===== src/rtl/regfile_scan_checker_pkg.sv =====
// Shared definitions for the register-file run-and-scan checker:
// controller state encoding, trace entry layout and default widths.
package regfile_scan_checker_pkg;

    localparam int DEF_DATA_WIDTH  = 32;
    localparam int DEF_NUM_REGS    = 32;
    localparam int DEF_REG_AW      = 5;
    localparam int DEF_CYCLE_W     = 10;
    localparam int DEF_TRACE_DEPTH = 16;

    // Controller states. RUN lets the processor execute, SCAN issues one
    // register index per cycle, CMP drains the last compare, DONE holds results.
    typedef enum logic [2:0] {
        ST_IDLE = 3'd0,
        ST_RUN  = 3'd1,
        ST_SCAN = 3'd2,
        ST_CMP  = 3'd3,
        ST_DONE = 3'd4
    } scan_state_e;

    // One trace record at the default widths: when it happened, which
    // register was written and with what value.
    typedef struct packed {
        logic [DEF_CYCLE_W-1:0]    cycle;
        logic [DEF_REG_AW-1:0]     reg_idx;
        logic [DEF_DATA_WIDTH-1:0] data;
    } trace_entry_t;

    // The controller owns the machine while running, scanning or draining.
    function automatic logic is_busy(input scan_state_e s);
        return (s == ST_RUN) || (s == ST_SCAN) || (s == ST_CMP);
    endfunction

    // Only the scan and drain phases steal the register file read port.
    function automatic logic is_test_mode(input scan_state_e s);
        return (s == ST_SCAN) || (s == ST_CMP);
    endfunction

endpackage


===== src/rtl/scan_trace_fifo.sv =====
// Synchronous trace FIFO with full/empty flags. A push into a full FIFO is
// dropped and latches a sticky overflow flag, unless a pop happens in the
// same cycle, in which case both take effect. A pop on an empty FIFO is a
// no-op. clear_i empties the FIFO and clears the overflow flag.
module scan_trace_fifo
    import regfile_scan_checker_pkg::*;
#(
    parameter int WIDTH = 8,
    parameter int DEPTH = DEF_TRACE_DEPTH
) (
    input  logic             clk_i,
    input  logic             rst_i,
    input  logic             clear_i,
    input  logic             push_i,
    input  logic [WIDTH-1:0] data_i,
    input  logic             pop_i,
    output logic [WIDTH-1:0] data_o,
    output logic             valid_o,
    output logic             full_o,
    output logic             overflow_o
);

    localparam int AW = $clog2(DEPTH);

    logic [WIDTH-1:0] mem_q [DEPTH];
    logic [AW:0]      wr_ptr_q;
    logic [AW:0]      rd_ptr_q;
    logic             overflow_q;
    logic             empty;
    logic             do_push;
    logic             do_pop;
    logic             drop;

    // Pointers carry one extra wrap bit so full and empty are distinguishable.
    assign empty   = (wr_ptr_q == rd_ptr_q);
    assign full_o  = (wr_ptr_q[AW] != rd_ptr_q[AW]) &&
                     (wr_ptr_q[AW-1:0] == rd_ptr_q[AW-1:0]);
    assign do_pop  = pop_i && !empty;
    assign do_push = push_i && (!full_o || do_pop);
    assign drop    = push_i && full_o && !do_pop;

    // Read and write pointers.
    always_ff @(posedge clk_i or posedge rst_i) begin
        if (rst_i) begin
            wr_ptr_q <= '0;
            rd_ptr_q <= '0;
        end else if (clear_i) begin
            wr_ptr_q <= '0;
            rd_ptr_q <= '0;
        end else begin
            if (do_push) wr_ptr_q <= wr_ptr_q + (AW+1)'(1);
            if (do_pop)  rd_ptr_q <= rd_ptr_q + (AW+1)'(1);
        end
    end

    // Sticky record that at least one entry was lost.
    always_ff @(posedge clk_i or posedge rst_i) begin
        if (rst_i) begin
            overflow_q <= 1'b0;
        end else if (clear_i) begin
            overflow_q <= 1'b0;
        end else if (drop) begin
            overflow_q <= 1'b1;
        end
    end

    // Entry storage; no reset needed since the head is masked while empty.
    always_ff @(posedge clk_i) begin
        if (do_push && !clear_i) begin
            mem_q[wr_ptr_q[AW-1:0]] <= data_i;
        end
    end

    assign valid_o    = !empty;
    assign data_o     = empty ? '0 : mem_q[rd_ptr_q[AW-1:0]];
    assign overflow_o = overflow_q;

endmodule


===== config.mk =====
export PLATFORM = sky130hd
export DESIGN_NAME = scan_trace_fifo
export DESIGN_NICKNAME = d
export VERILOG_FILES = /design/src/rtl/regfile_scan_checker_pkg.sv /design/src/rtl/scan_trace_fifo.sv
export SDC_FILE = /design/constraint.sdc
export NUM_CORES = 1
export LEC_CHECK = 0
export CAP_MARGIN = 40
export CORE_UTILIZATION = 45
export CTS_CLUSTER_DIAMETER = 40
export CTS_CLUSTER_SIZE = 8
export DETAILED_ROUTE_END_ITERATION = 8
export GPL_ROUTABILITY_DRIVEN = 0
export REMOVE_ABC_BUFFERS = 1
export SLEW_MARGIN = 10
export SYNTH_ARGS = -nofsm -noshare
export SYNTH_HDL_FRONTEND = slang
export SYNTH_SLANG_ARGS = --single-unit

===== constraint.sdc =====
create_clock -name clk_i -period 2.8 [get_ports clk_i]
set_clock_uncertainty 0.2 [all_clocks]
set_input_delay 0.56 -clock clk_i [delete_from_list [all_inputs] [get_ports clk_i]]
set_output_delay 0.56 -clock clk_i [all_outputs]
set_load 0.02 [all_outputs]

==> run summary <==
For this run, the number of Yosys warnings is 0. Dividing the detail-routed wire length by the instance count gives 21.3 µm. Based on the critical path, the design can be clocked at up to 345 MHz.

The layout has 916 filler cells. The post-synthesis area per instance is 19.2 µm². The run finished, with violations left. For this run, design rule violations remaining after detail routing come to 0. For this configuration, the core starts out at a cell density of 46.5%. The synthesized netlist occupies a cell area of 5630 µm². Count of input and output buffers: 23. The cell total after placement is 501, and the headroom to the max-slew limit is 57.8%. After layout, the worst path uses 104% of the clock period. The detailed router placed 2876 vias in this run. The smallest clock period supported by the final layout is computed as 2.90 ns. After synthesis, the netlist uses 29 different library cells. In the synthesized netlist the async set-or-reset flop fraction comes to 7.91%. Entering global routing, the biggest net connects 36 pins. The register clock-pin slew on the reported worst setup and hold paths was 0.06 ns; the residual antenna-violating net count after detailed routing was 0. For the worst setup path, the data arrival time is 2.14 ns. The overall routed net length was 11600 µm.

HPWL reported at the end of detailed placement: 7350 µm. Compared with the post-synthesis result, the final layout area differs by 26.6%. Summed over all cells, the static leakage comes to 2.47 nW. In this run the count of I/O pins placed on the die edge is 24. The number of buffers created by CTS is 17. Setup repair after global routing could not meet its margin everywhere.

The run gives 543 as the final non-filler cell total. The required time at the endpoint of the critical path was 2.04 ns; the count of mapped cells out of synthesis was 293. Dividing total power by cell area gives a power density of 772 nW/µm². Summed over all layers, the global routing overflow is 0. At the end of the flow the core is filled with cells to 58.8%. IR analysis of the VDD net gives a maximum drop of 0.468 mV. The tree is rooted in a sky130_fd_sc_hd__clkbuf_16. The final count of hold timing violations was 0; the register bit count reported by yosys was 139. The first global-routing pass estimated 17800 µm of wire. The worst setup path is captured at an output pin. The logs give 380 for the final net count and 19.9% for the total routing resource utilization after global routing. The largest single stage delay on the critical path is 0.51 ns. Die extent in x: 114 µm.

Following the worst setup path forward leads to its endpoint at data_o[6]. The CTS sink count was 139. Initial antenna violation count: 0. The worst register-to-register path begins at rd_ptr_q[0]. The number of cells on the worst reg-to-reg path came out at 8. The run gives -0.0993 ns as the least setup slack across all paths after layout. Ranked by total cell area, the synthesized netlist is headed by sky130_fd_sc_hd__edfxtp_1 (68%), sky130_fd_sc_hd__mux4_2 (13%), sky130_fd_sc_hd__dfrtp_1 (4.9%), sky130_fd_sc_hd__a22oi_1 (2.1%), sky130_fd_sc_hd__and3_1 (1.4%).

The number of synthesized flops with an enable pin came out at 128. The average via count per standard cell came out at 5.30. The cell with the largest stage delay on the worst path is sky130_fd_sc_hd__dfrtp_4.

sky130_fd_sc_hd__edfxtp_1 is the most common cell in the netlist. In this run the register-to-register setup slack is 0.17 ns. The number of antenna diodes in the final layout is 0.

Among all flip-flop cells after synthesis, the most frequent one is sky130_fd_sc_hd__edfxtp_1. The ratio of cells with drive above 1 in the final layout is 38.1%. The floorplan step defined a die boundary enclosing 13000 µm².

Tracing the worst setup path back leads to its startpoint at rd_ptr_q[0]. After the first detailed-routing iteration, the DRC count stood at 185. The floorplan has 40 rows.

The clock tree synthesis step divided the H-tree into 4 levels. Summed over its instances, the top area cell type makes up 68.3% of the synthesized netlist area. Worst hold path class: input port to async pin. The post-place setup slack is -0.122 ns. The cell taking the most area after synthesis is sky130_fd_sc_hd__edfxtp_1. From bottom edge to top edge, the die measures 114 µm. Setup violations remaining at the end of the flow were counted as 8. Along the worst path, the maximum fanout reaches 5.

In this run the standard cell core region covers 12100 µm². In this run the critical register-to-register path is captured at mem_q[13][4]. TritonCTS built the clock tree. The checks that failed: negative setup slack. The worst setup path is launched from a flop. For the first-pass iteration count of the detailed router, the log shows 4. Ranked by instance count, the synthesized netlist is headed by sky130_fd_sc_hd__edfxtp_1 (128), sky130_fd_sc_hd__mux4_2 (32), sky130_fd_sc_hd__a22oi_1 (16).

The later-pin clock latency in the skew report came out at 0.42 ns. The clock passes through at most 2 buffers. Final-report max-slew violation count: 0.

Across the run, the number of max-cap violations was 0. The number of global-route vias before repair was 3009; the actual transition at the worst max-transition pin was 0.631 ns. Sequential cells were found to cover 73.2% of the synthesized design area.

The critical path goes through buf_4, buf_12, mux4_2, a22oi_2, a21oi_2, buf_6. The critical path is of the flop to output pin type.
[through the flow]
stage	hold WS (ns)	instance area (µm²)	TNS [ns]	total power, mW
6_report	0.257	7130	-0.485	5.50
5_1_grt	0.313	7130	-0.994	5.68
4_1_cts	0.261	7060	-0.819	5.49
3_5_place_dp	0.303	6310	-0.592	3.19
3_3_place_gp	0.290	6310	-0.567	3.19
2_1_floorplan	0.212	5550	-71.05	2.82
[power breakdown]
part           internal, mW  total, mW  switching, mW
registers              2.29       2.31         0.0168
logic                 0.542       1.00          0.459
clock network          1.38       2.19          0.804
total                  4.22       5.50           1.28
[worst min-delay path by stage]
| stage | startpoint | cells past startpoint | slack (ns) | end |
|---|---|---|---|---|
| final | rst_i | 2 | 0.26 | wr_ptr_q[1] |
| after detailed placement | overflow_o | 2 | 0.30 | overflow_o |
| after global placement | overflow_o | 2 | 0.29 | overflow_o |
| after CTS | rst_i | 2 | 0.26 | wr_ptr_q[1] |
| after global routing | rst_i | 2 | 0.31 | wr_ptr_q[1] |
| after floorplan | rst_i | 1 | 0.21 | overflow_o |
[metal layers]
| metal | track usage [%] | vias to the layer above | part of all wire [%] |
|---|---|---|---|
| li1 | - | 1321 | - |
| met1 | 26.0 | 1464 | 43 |
| met2 | 32.5 | 73 | 50 |
| met3 | 4.30 | 18 | 4.9 |
| met4 | 8.57 | 0 | 1.7 |
| met5 | 0 | - | 0 |
[worst max-delay path: cells and delay by family (launching register included)]
family,cells,cell delay [ns]
DFF,1,0.51
buffers and inverters,3,0.44
muxes,1,0.42
AOI/OAI and AO/OA,2,0.35
[area by class of cell]
cell class	count	area, µm²	area share, %
clock buffer	18	429	6.02
clock inverter	14	153	2.14
inverter	5	18.8	0.263
multi-input combinational	132	1540	21.6
sequential	139	4120	57.9
tap	168	210	2.95
timing repair buffer	67	656	9.20
[registers in the layout (all words and copies together), names as in the netlist]
| name | cells |
|---|---|
| wr_ptr_q | 5 |
| mem_q | 128 |
| overflow_o | 1 |
| rd_ptr_q | 5 |
[what timing repair did]
item                                    CTS  global route
resized for setup                        69            20
endpoints found under the setup margin   10             9
pin swaps                                 9            12
hold buffers                              0             0
setup buffers                             4             6
gates cloned                              2             0
[cells in the final DEF, fill, tap and decap left out, types with 2 or more instances in the layout]
master                            Yosys  final
sky130_fd_sc_hd__bufinv_16            0      3
sky130_fd_sc_hd__inv_1                5      5
sky130_fd_sc_hd__a21oi_2              0      7
sky130_fd_sc_hd__a211oi_1             2      2
sky130_fd_sc_hd__buf_6                0      6
sky130_fd_sc_hd__dfrtp_1             11      9
sky130_fd_sc_hd__nor2_1              14     14
sky130_fd_sc_hd__clkinvlp_4           0      2
sky130_fd_sc_hd__clkdlybuf4s50_1      0     13
sky130_fd_sc_hd__a21oi_1             13      6
sky130_fd_sc_hd__a22oi_2              0     16
sky130_fd_sc_hd__and2_1               3      2
sky130_fd_sc_hd__nand2_1              3      3
sky130_fd_sc_hd__xnor2_1              8      8
sky130_fd_sc_hd__edfxtp_1           128    128
sky130_fd_sc_hd__mux4_2              32     32
sky130_fd_sc_hd__clkinv_1             0      4
sky130_fd_sc_hd__clkbuf_16            0     17
sky130_fd_sc_hd__clkinv_2             0      3
sky130_fd_sc_hd__xor2_1               4      3
sky130_fd_sc_hd__ha_1                 5      5
sky130_fd_sc_hd__buf_12               0      8
sky130_fd_sc_hd__buf_4                1     39
sky130_fd_sc_hd__mux2i_1              2      2
sky130_fd_sc_hd__and3_1              13     13
sky130_fd_sc_hd__nor2b_1              6      5
sky130_fd_sc_hd__nand3_1              2      2
sky130_fd_sc_hd__and4b_1              3      3
[cell families after synthesis]
kind of cell	after synthesis	synth area share [%]
buffers and inverters	22	1.73
adders and majority gates	5	1.11
muxes	35	13.4
AOI/OAI and AO/OA	33	3.87
xor gates and xnor gates	12	1.87
DFF	139	73.2
and+or+nand+nor	47	4.89
Note: power is estimated with default switching activity, not from simulation.
